==> src/rtl/addr_mode_sequencer.sv <==
`default_nettype none
// ============================================================================
// Module   : addr_mode_sequencer
// Function : Sequences the operand-address bus steps of one addressing mode
//            per start pulse, driving the address-mux select and pointer
//            register latch strobes. Stalls on memory wait.
// Revision : 1.0
// ============================================================================
module addr_mode_sequencer #(
    parameter int WAIT_ENABLE = 1
) (
    input  logic       clk,
    input  logic       reset,
    input  logic       start,
    input  logic [2:0] mode,
    input  logic       mem_ready,
    output logic [3:0] address_select,
    output logic       mem_req,
    output logic       pc_inc,
    output logic       dirl_load,
    output logic       dirh_load,
    output logic       indirl_load,
    output logic       indirh_load,
    output logic       operand_valid,
    output logic       busy,
    output logic       done
);

    localparam logic [2:0] M_IMP = 3'd0;
    localparam logic [2:0] M_IMM = 3'd1;
    localparam logic [2:0] M_ZP  = 3'd2;
    localparam logic [2:0] M_ABS = 3'd3;
    localparam logic [2:0] M_IZP = 3'd4;
    localparam logic [2:0] M_IAB = 3'd5;
    localparam logic [2:0] M_STK = 3'd6;
    localparam logic [2:0] M_NMI = 3'd7;

    typedef enum logic [2:0] {
        S_IDLE  = 3'd0,
        S_STEP1 = 3'd1,
        S_STEP2 = 3'd2,
        S_STEP3 = 3'd3,
        S_STEP4 = 3'd4
    } state_t;

    typedef struct packed {
        logic pc_inc;
        logic dirl;
        logic dirh;
        logic indirl;
        logic indirh;
        logic opv;
        logic last;
    } step_t;

    // Address-mux source used by step idx (0-based) of mode m.
    function automatic logic [3:0] sel_of(input logic [2:0] m, input logic [1:0] idx);
        logic [3:0] s;
        s = 4'h0;
        case ({m, idx})
            {M_ZP,  2'd1}: s = 4'h1;
            {M_ABS, 2'd2}: s = 4'h2;
            {M_IZP, 2'd1}: s = 4'h3;
            {M_IZP, 2'd2}: s = 4'h4;
            {M_IZP, 2'd3}: s = 4'h2;
            {M_IAB, 2'd2}: s = 4'h5;
            {M_IAB, 2'd3}: s = 4'h6;
            {M_STK, 2'd0}: s = 4'h7;
            {M_NMI, 2'd0}: s = 4'h8;
            {M_NMI, 2'd1}: s = 4'h9;
            default:       s = 4'h0;
        endcase
        return s;
    endfunction

    // Strobes raised when step idx of mode m is accepted, plus end-of-sequence flag.
    function automatic step_t step_of(input logic [2:0] m, input logic [1:0] idx);
        step_t s;
        s = '0;
        case ({m, idx})
            {M_IMM, 2'd0}: begin s.pc_inc = 1'b1; s.opv = 1'b1; s.last = 1'b1; end
            {M_ZP,  2'd0}: begin s.dirl = 1'b1; s.pc_inc = 1'b1; end
            {M_ZP,  2'd1}: begin s.opv = 1'b1; s.last = 1'b1; end
            {M_ABS, 2'd0}: begin s.dirl = 1'b1; s.pc_inc = 1'b1; end
            {M_ABS, 2'd1}: begin s.dirh = 1'b1; s.pc_inc = 1'b1; end
            {M_ABS, 2'd2}: begin s.opv = 1'b1; s.last = 1'b1; end
            {M_IZP, 2'd0}: begin s.indirl = 1'b1; s.pc_inc = 1'b1; end
            {M_IZP, 2'd1}: s.dirl = 1'b1;
            {M_IZP, 2'd2}: s.dirh = 1'b1;
            {M_IZP, 2'd3}: begin s.opv = 1'b1; s.last = 1'b1; end
            {M_IAB, 2'd0}: begin s.indirl = 1'b1; s.pc_inc = 1'b1; end
            {M_IAB, 2'd1}: begin s.indirh = 1'b1; s.pc_inc = 1'b1; end
            {M_IAB, 2'd2}: s.dirl = 1'b1;
            {M_IAB, 2'd3}: begin s.dirh = 1'b1; s.last = 1'b1; end
            {M_STK, 2'd0}: begin s.opv = 1'b1; s.last = 1'b1; end
            {M_NMI, 2'd0}: s.dirl = 1'b1;
            {M_NMI, 2'd1}: begin s.dirh = 1'b1; s.last = 1'b1; end
            default:       s = '0;
        endcase
        return s;
    endfunction

    state_t     state_q, state_d;
    logic [2:0] mode_q, mode_d;
    logic [3:0] sel_q, sel_d;
    logic       busy_q, busy_d;
    logic       done_q, done_d;

    logic [1:0] step_idx;
    logic       step_ready;
    logic       accept;
    step_t      cur;

    always_comb begin
        step_idx = 2'd0;
        case (state_q)
            S_STEP2: step_idx = 2'd1;
            S_STEP3: step_idx = 2'd2;
            S_STEP4: step_idx = 2'd3;
            default: step_idx = 2'd0;
        endcase
    end

    assign step_ready = (WAIT_ENABLE == 0) ? 1'b1 : mem_ready;
    assign mem_req    = (state_q != S_IDLE);
    assign accept     = mem_req && step_ready;
    assign cur        = step_of(mode_q, step_idx);

    always_comb begin
        state_d       = state_q;
        mode_d        = mode_q;
        sel_d         = sel_q;
        busy_d        = busy_q;
        done_d        = 1'b0;
        pc_inc        = 1'b0;
        dirl_load     = 1'b0;
        dirh_load     = 1'b0;
        indirl_load   = 1'b0;
        indirh_load   = 1'b0;
        operand_valid = 1'b0;

        if (state_q == S_IDLE) begin
            sel_d  = 4'h0;
            busy_d = 1'b0;
            if (start) begin
                mode_d = mode;
                if (mode == M_IMP) begin
                    // No bus steps: finish straight from IDLE.
                    done_d = 1'b1;
                end else begin
                    state_d = S_STEP1;
                    busy_d  = 1'b1;
                    sel_d   = sel_of(mode, 2'd0);
                end
            end
        end else if (accept) begin
            pc_inc        = cur.pc_inc;
            dirl_load     = cur.dirl;
            dirh_load     = cur.dirh;
            indirl_load   = cur.indirl;
            indirh_load   = cur.indirh;
            operand_valid = cur.opv;
            if (cur.last) begin
                state_d = S_IDLE;
                busy_d  = 1'b0;
                done_d  = 1'b1;
                sel_d   = 4'h0;
            end else begin
                sel_d = sel_of(mode_q, step_idx + 2'd1);
                case (state_q)
                    S_STEP1: state_d = S_STEP2;
                    S_STEP2: state_d = S_STEP3;
                    S_STEP3: state_d = S_STEP4;
                    default: state_d = S_IDLE;
                endcase
            end
        end
    end

    always_ff @(posedge clk) begin
        if (reset) begin
            state_q <= S_IDLE;
            mode_q  <= 3'd0;
            sel_q   <= 4'h0;
            busy_q  <= 1'b0;
            done_q  <= 1'b0;
        end else begin
            state_q <= state_d;
            mode_q  <= mode_d;
            sel_q   <= sel_d;
            busy_q  <= busy_d;
            done_q  <= done_d;
        end
    end

    assign address_select = sel_q;
    assign busy           = busy_q;
    assign done           = done_q;

endmodule
`default_nettype wire

==> config.mk <==
export PLATFORM = sky130hd
export DESIGN_NAME = addr_mode_sequencer
export DESIGN_NICKNAME = d
export VERILOG_FILES = /design/src/rtl/addr_mode_sequencer.sv
export SDC_FILE = /design/constraint.sdc
export NUM_CORES = 1
export LEC_CHECK = 0
export ABC_CLOCK_PERIOD_IN_PS = 4000
export BUFFER_PORTS_ARGS = -buffer_cell sky130_fd_sc_hd__buf_2
export CORE_MARGIN = 4
export CORE_UTILIZATION = 35
export DETAILED_ROUTE_END_ITERATION = 8
export MAX_ROUTING_LAYER = met4
export PLACE_DENSITY = 0.52
export SLEW_MARGIN = 20
export SYNTH_ARGS = -nofsm -noshare
export SYNTH_HDL_FRONTEND = slang
export SYNTH_SLANG_ARGS = --single-unit
==> constraint.sdc <==
create_clock -name clk -period 4 [get_ports clk]
set_input_delay 0.8 -clock clk [delete_from_list [all_inputs] [get_ports clk]]
set_output_delay 0.8 -clock clk [all_outputs]
set_load 0.01 [all_outputs]
After elaboration in Yosys (flattened, before gate mapping)
Memory sizes are Yosys's and may differ from the RTL's.
Index checks and enable logic that the tools add are counted.
{ "word_totals": {"mem_bits_ro": 128, "regBits": 12, "memories": 1, "word_cells": 89, "output_inout_bits": 13, "input_bits": 7} }
{ "memory_table": {"columns": ["memory", "words", "width", "read_ports", "rd_ports_with_merged_regs", "wr", "line_no", "rtl"], "rows": [
  ["(no name shown)", 32, 4, 1, 0, 0, "60", "case ({m, idx})"]
]} }
{ "op_classes": {"reduce_logical": 15, "addsub": 1, "eq_ne": 25, "n_mux": 42} }
{ "op_table": {"columns": ["operator", "n"], "rows": [
  ["$eq A5 B5 Y1 const B", 11],
  ["$mux W1", 29],
  ["$eq A5 B4 Y1 const B", 5],
  ["$mux W4", 5],
  ["$mux W3", 5],
  ["$reduce_or A7 Y1", 2],
  ["$reduce_or A5 Y1", 2],
  ["$eq A3 B3 Y1 const B", 3],
  ["$pmux W3 S3", 1],
  ["$pmux W4 S2", 1],
  ["$eq A3 B2 Y1 const B", 2],
  ["$logic_not A3 Y1", 2],
  ["$pmux W2 S3", 1],
  ["$eq A5 B3 Y1 const B", 1],
  ["$ne A2 B2 Y1 const B", 2],
  ["$reduce_and A2 Y1", 2],
  ["$reduce_bool A2 Y1", 2],
  ["$reduce_or A4 Y1", 1],
  ["$eq A3 B1 Y1 const B", 1],
  ["$reduce_and A3 Y1", 1],
  ["$reduce_bool A3 Y1", 1],
  ["$add A2 B1 Y2 const B", 1],
  ["$reduce_or A2 Y1", 1],
  ["$logic_and A1 B1 Y1", 1]
]} }

Logic depth before layout (Yosys ltp)
Gate-level depths: netlist of run 1.
{ "depth": {"word_depth": 8, "mapped_depth": 6} }

Worst setup path before layout of run 1
No wires, ideal clock.
{ "synth_timing": {"kind": "in2out", "startpoint": "in mem_ready", "endpoint": "out pc_inc", "arrival_time_ns": 1.881, "stages": 3, "slack_ns": 1.319, "cell_sequence": "clkbuf_1 > nand2_1 > a2111oi_0"} }
{ "synth_between": {"elab_chain_len": 3} }
{ "synth_lines": {"columns": ["element", "line_no", "rtl"], "rows": [
  ["start, declared", "16", "input logic mem_ready,"],
  ["$logic_and A1 B1 Y1", "126", "assign accept = mem_req && step_ready;"],
  ["$mux W1", "156", "end else if (accept) begin"],
  ["$mux W1", "142", "if (state_q == S_IDLE) begin"],
  ["end, declared", "19", "output logic pc_inc,"]
]} }
No other way between the ends.

Worst setup path in the final report of run 1
{ "layout_timing": {"startpoint": "reg state_q[0]", "endpoint": "out pc_inc"} }
{ "layout_between": {"elab_chain_len": 7, "elab_cells_between_ends": 18, "cone_classes": "eq/ne (10); mux (4); reduce/logical (4)"} }
{ "layout_lines": {"columns": ["element", "line_no", "rtl"], "rows": [
  ["start, declared", "103", "state_t state_q, state_d;"],
  ["start signal, assigned", "188", "state_q <= state_d;"],
  ["$eq A3 B3 Y1 / $eq A3 B2 Y1 (equally long branches)", "116", "case (state_q)"],
  ["$pmux W2 S3", "116", null],
  ["$eq A5 B5 Y1, or another cell as far along", "80", "case ({m, idx})"],
  ["$reduce_or A7 Y1 (no line)", null, null],
  ["$mux W1", "80", null],
  ["$mux W1", "156", null],
  ["$mux W1 *", "142", null]
]} }
Mark *: on every way between the ends. The rest lies on a longest branch, timed or not.

==> reports/results.txt, run 1 <==
Status: finished clean
Worst reg-to-reg path cell count: 4
Switch Pwr: 0.1527 mW
Post-synth top cells: nand2_1, dfxtp_1, clkbuf_1
Die W: 59.71 um
Worst skew pair latency: 0.27 ns
Worst Max-Slew Pin Slew: 0.6684 ns
Detailed-route via count: 1022
Final hold violation count: 0
Post-cts resize count: 0
Initial drt markers: 49
CP max stage cell: dfxtp_1
Synth Cell Area: 935.9 sq um
HPWL Detailed: 1817 um
Vias per cell: 6.012
Crit path cell chain: or3_1, nand2_1, a2111oi_0, buf_2
Top-level I/O count: 20
WHS Path Cells: 2
Largest area contributor in the netlist: dfxtp_1
Post-route antenna net violation count: 0
Final Skew: 0.001251 ns
FILL cells: 278
Asr flop ratio synth: 0%
Synth area leaders: dfxtp_1, nand2_1, nand2b_1
Placer's final routability congestion estimate: 0.8883
FF+latch count, synth: 12
Row count: 18
Worst setup EP type: primary output
RSZ-0062 raised after global routing: false
Final nets: 148
Core area: 2522 sq um
Slew Limit Fails: 0
Setup_tns: 0 ns
PwrDens: 373.6 nW/um^2
Synth Flop Type: dfxtp_1
Largest net degree at the start of global routing: 23
Unique cell type count in the Yosys netlist: 45
Worst Path Max Fanout: 22
Overflow after GRT: 0
Die area: 3565 sq um
Period utilization: 71.19%
Clock transition at the registers of the reported paths: 0.08 ns
Hold Crit Class: flip-flop to flip-flop
CTS H-tree lvls: 1
Clock sinks: 12
Pwr Total: 0.3973 mW
Drt first pass iters: 4
Max incr delay on CP: 0.75 ns
CTS max path bufs: 2
CTS tree: yes
Count of final setup violators: 0
Post-Syn Instances: 128
Worst Path Required: 3.20 ns
Total Wirelength: 2479 um
Post-synth net total: 135
Crit path time final: 2.848 ns
Yosys Warn Count: 0
Vias in the first global route: 936
Overall Global Routing Usage: 15.97%
Internal power: 0.2446 mW
Maximum clock frequency: 351.2 MHz
Max Cap Viol: 0
LEAKAGE: 0.4007 nW
Drt drc: 0
Port Buffer Count: 19
Worst VDD drop: 274.7 uV
Sw frac: 38.43%
Logic pwr share: 33.5%
Top-area cell type share of the netlist area: 25.67%
Area growth syn-to-layout: 13.64%
Clock Power Share: 24.4%
Number of CTS-inserted buffers: 3
Critical path arrival: 2.05 ns
Register area share after synthesis: 25.67%
WL/cell: 14.58 um
Starting Density: 37.10%
Syn avg cell area: 7.312 sq um
Initial antenna violation count: 0
CTS Hold Bufs: 0
Startpoint types: flip-flop
CTS Root Cell: clkbuf_4
Worst Setup Path Type: flip-flop to primary output
Die Ht: 59.71 um
Sequential power share: 42.2%
First-pass GRT wire length: 4312 um
EDFF count, synth: 0
ANT cells: 0
Layout cell share with drive strength beyond 1: 20.00%
# Post-CTS Setup Buffers: 0
Rel. slew slack: 55.38%
Most frequent cell after synthesis: nand2_1
## registers in the layout (all words and copies together), names as in the netlist
register and count:
address_select 4, busy 1, done 1, mode_q 3
state_q 3
## critical path: cells and delay by family (launching register included)
kind | cells | cell delay, ns
DFF | 1 | 0.75
buffers and inverters | 1 | 0.19
and+or+nand+nor | 2 | 0.45
AOI/OAI and AO/OA | 1 | 0.37
## stage by stage
step / util [%] / hold WS (ns) / instances / worst slack [ns] / cell area [sq um]
finish: 42.16 / 0.4951 / 170 / 1.153 / 1064
global route: 42.16 / 0.5330 / 170 / 0.9448 / 1064
CTS: 42.16 / 0.4991 / 170 / 1.147 / 1064
detailed placement: 40.72 / 0.4881 / 166 / 1.463 / 1027
global placement: 40.72 / 0.4918 / 166 / 1.498 / 1027
floorplan: - / 0.5184 / 128 / 1.319 / 935.9
## power groups by stage
| stage | Clock (mW) | Combinational [mW] | Sequential, mW |
|---|---|---|---|
| floorplan | 0 | 0.114 | 0.148 |
| global placement | 0 | 0.134 | 0.170 |
| detailed placement | 0 | 0.132 | 0.170 |
| CTS | 0.101 | 0.133 | 0.167 |
| global route | 0.109 | 0.149 | 0.173 |
| finish | 0.0969 | 0.133 | 0.167 |
## path summary, 6_finish.rpt
path                            slack [ns]                           start                              to
worst max-delay path                  1.15         state_q[0]$_SDFFE_PP0P_                          pc_inc
worst min-delay path                  0.50  address_select[2]$_SDFFE_PP0P_  address_select[2]$_SDFFE_PP0P_
worst max register to register        2.06         state_q[0]$_SDFFE_PP0P_                 done$_SDFF_PP0_
worst min register to register        0.50  address_select[2]$_SDFFE_PP0P_  address_select[2]$_SDFFE_PP0P_
## cell usage in the layout, fill, tap and decap left out, types with 2 or more instances in the layout
cell       count
nand2_1       13
clkbuf_4       3
dfxtp_1       12
o31ai_1        2
a211oi_1       2
nor3_1         2
nand2b_1       7
a31oi_1        5
o2111ai_1      2
o21ai_0        4
nor2_1         8
nor2b_1        7
nor4_1         2
or3_1          3
nand3_1        6
o21bai_1       2
a21oi_1        8
buf_2         19
a22o_1         2
a311oi_1       2
o21a_1         2
inv_1          3
## cells by family after synthesis
| group | Yosys count | share of synthesized area (%) |
|---|---|---|
| buffers and inverters | 14 | 5.615 |
| flip-flops | 12 | 25.67 |
| multiplexers | 2 | 2.273 |
| AO/OA/AOI/OAI | 41 | 30.62 |
| XOR/XNOR | 1 | 0.9360 |
| AND/OR/NAND/NOR | 58 | 34.89 |
## area by class of cell
class | instances | area (sq um) | area share (%)
multi-input combinational | 102 | 643.1 | 60.47
sequential | 12 | 240.2 | 22.59
tap | 30 | 37.54 | 3.529
inverter | 3 | 11.26 | 1.059
clock buffer | 4 | 36.28 | 3.412
timing repair buffer | 19 | 95.09 | 8.941
## routing by layer
layer	vias to the layer above	global-route usage, %	wire length [um]
li1	510	-	-
met1	478	22.38	1206
met2	32	22.07	1118
met3	2	4.968	133
met4	0	4.114	21
met5	-	-	0
Power figures use the tool's default switching activity.
==> run 2: changes to the inputs <==
--- a/config.mk
+++ b/config.mk
@@ -5,7 +5,8 @@
 export SDC_FILE = /design/constraint.sdc
 export NUM_CORES = 1
 export LEC_CHECK = 0
-export ABC_CLOCK_PERIOD_IN_PS = 4000
+export ABC_AREA = 1
+export ABC_CLOCK_PERIOD_IN_PS = 2800
 export BUFFER_PORTS_ARGS = -buffer_cell sky130_fd_sc_hd__buf_2
 export CORE_MARGIN = 4
 export CORE_UTILIZATION = 35
==> constraint.sdc (replaced) <==
create_clock -name clk -period 2.8 [get_ports clk]
set_input_delay 0.56 -clock clk [delete_from_list [all_inputs] [get_ports clk]]
set_output_delay 0.56 -clock clk [all_outputs]
set_load 0.01 [all_outputs]
==> reports/results.txt, run 2 <==
Status: finished clean
Finished Core Util: 42.84%
Cell depth of the worst setup path: 7
Drt drc: 0
Clock sinks: 12
Worst skew pair latency: 0.28 ns
FILL cells: 283
Total Wirelength: 2382 um
Post-route antenna net violation count: 0
Worst R2R Setup Slack: 1.27 ns
Number of flip-flops under the largest register name: 4
CTS Root Cell: clkbuf_4
Sw frac: 53.44%
Critical path arrival: 1.69 ns
Sequential power share: 29.0%
Crit path time final: 2.253 ns
Logic pwr share: 61.0%
FF-to-FF Start: mode_q[2]$_SDFFE_PP0P_
Largest area contributor in the netlist: dfxtp_1
Post-Syn Instances: 144
CTS max path bufs: 2
Period utilization: 80.45%
Post-synth top cells: nand2_1, inv_1, nand3_1
Pwr Total: 1.051 mW
Worst Max-Slew Pin Slew: 0.3894 ns
Worst Path Max Fanout: 6
Vias in the first global route: 940
Clock transition at the registers of the reported paths: 0.06 ns
Vias per cell: 5.210
Area growth syn-to-layout: 15.52%
Drt first pass iters: 4
ANT cells: 0
Top-area cell type share of the netlist area: 25.91%
CTS Hold Bufs: 0
Overflow after GRT: 0
Layout cell share with drive strength beyond 1: 26.06%
Clock Power Share: 10.0%
Switch Pwr: 0.5618 mW
Die area: 3537 sq um
EDFF count, synth: 0
Asr flop ratio synth: 0%
Core area: 2500 sq um
Max incr delay on CP: 0.51 ns
WL/cell: 12.22 um
Worst reg-to-reg path cell count: 9
Worst Setup Path Type: flip-flop to primary output
Die W: 59.47 um
Crit path from: state_q[1]$_SDFFE_PP0P_
FF+latch count, synth: 12
Worst setup EP type: primary output
Max Cap Viol: 0
Register area share after synthesis: 25.91%
WHS Path Cells: 2
First-pass GRT wire length: 4181 um
Worst Path Required: 2.24 ns
Slew Limit Fails: 0
Most frequent cells in the layout: nand2_1, buf_2, inv_1
Maximum clock frequency: 443.9 MHz
# Post-CTS Setup Buffers: 0
Critical Path End: pc_inc
Unique cell type count in the Yosys netlist: 21
Final hold violation count: 0
Rel. slew slack: 74.01%
Post-synth net total: 151
CTS H-tree lvls: 1
Yosys Warn Count: 0
Min setup slack post-route: 0.5475 ns
Worst R2R End: busy$_SDFFE_PP0P_
PwrDens: 981.5 nW/um^2
Row count: 18
Synth area leaders: dfxtp_1, nand2_1, nand3_1
Final nets: 174
Startpoint types: flip-flop
Top-level I/O count: 20
Final Skew: 0.007441 ns
Synth Flop Type: dfxtp_1
Worst VDD drop: 502.4 uV
Post-cts resize count: 0
Post-placement setup slack: 0.8605 ns
Most common cell after layout, fill and taps aside: nand2_1
Placer's final routability congestion estimate: 0.8200
Internal power: 0.4894 mW
Starting Density: 37.09%
Area after DPL: 1049 sq um
LEAKAGE: 0.5360 nW
Synth Cell Area: 927.1 sq um
Design Area, Final: 1071 sq um
Most frequent cell after synthesis: nand2_1
Detailed-route via count: 1016
CP bufs+invs: 1
RSZ-0062 raised after global routing: false
Hold Crit Class: flip-flop to flip-flop
Crit path cell chain: nand2_4, nor2_4, nand3_1, nand2_1, a21oi_1, a31oi_1, buf_2
Overall Global Routing Usage: 15.95%
Initial antenna violation count: 0
Number of CTS-inserted buffers: 3
Initial drt markers: 49
Port Buffer Count: 19
Die Ht: 59.47 um
Setup_tns: 0 ns
CTS tree: yes
Largest net degree at the start of global routing: 14
Syn avg cell area: 6.438 sq um
Count of final setup violators: 0
CP max stage cell: dfxtp_1
HPWL Detailed: 1935 um
CP top delay family: simple AND/OR/NAND/NOR gates
[run 2: cell count changes in the layout (fill, tap and decap cells not counted), sizes merged, moves of 3 or more]
cell	delta
nand2	+24
nand2b	-7
or3	-3
inv	+16
o21ai	+10
nor2b	-7
a21oi	+7
nor2	+12
nand3	+12
[run 2: layout make-up]
class	instances	area [sq um]	share of cell area, %
multi-input combinational	112	604.3	56.43
inverter	19	71.32	6.659
clock buffer	3	22.52	2.103
tap	30	37.54	3.505
timing repair buffer	19	95.09	8.878
sequential	12	240.2	22.43
[run 2: per-layer routing]
layer | wire length [um] | track usage [%] | part of all wire (%)
met4 | 46 | 6.796 | 1.9
met5 | 0 | - | 0
met2 | 1109 | 24.34 | 47
met3 | 91 | 1.307 | 3.8
met1 | 1135 | 21.41 | 48
[run 2: stage by stage]
stage	hold slack [ns]	instances
final	0.4709	195
after global routing	0.4950	195
after CTS	0.4753	195
after detailed placement	0.4636	192
after global placement	0.4545	192
after floorplan	0.4856	144
[run 2: power groups by stage]
stage	combinational, mW	clock, mW	sequential, mW
after global routing	0.733	0.117	0.316
final	0.641	0.105	0.304
after global placement	0.652	0	0.307
after floorplan	0.481	0	0.311
after detailed placement	0.645	0	0.309
after CTS	0.649	0.107	0.304
[run 2: how the worst min path moves through the flow]
stage / from / end / slack [ns]
after floorplan: busy$_SDFFE_PP0P_ / busy$_SDFFE_PP0P_ / 0.49
after global placement: busy$_SDFFE_PP0P_ / busy$_SDFFE_PP0P_ / 0.45
after detailed placement: busy$_SDFFE_PP0P_ / busy$_SDFFE_PP0P_ / 0.46
after CTS: busy$_SDFFE_PP0P_ / busy$_SDFFE_PP0P_ / 0.48
after global routing: busy$_SDFFE_PP0P_ / busy$_SDFFE_PP0P_ / 0.50
final: busy$_SDFFE_PP0P_ / busy$_SDFFE_PP0P_ / 0.47
[run 2: worst reg2reg max path: stages, from the launching register on]
cell and delay [ns]:
dfxtp_1 0.36, inv_1 0.32, nor2_1 0.14, nand2_2 0.10, nand2_1 0.08, nor2_4 0.14
nand3_2 0.09, nand2_1 0.07, nand2_1 0.06, a21oi_2 0.10
[run 2: logic make-up after synthesis]
| kind of cell | synth area share, % |
|---|---|
| buffers and inverters | 8.907 |
| AOI/OAI and AO/OA | 20.65 |
| DFF | 25.91 |
| and+or+nand+nor | 44.53 |
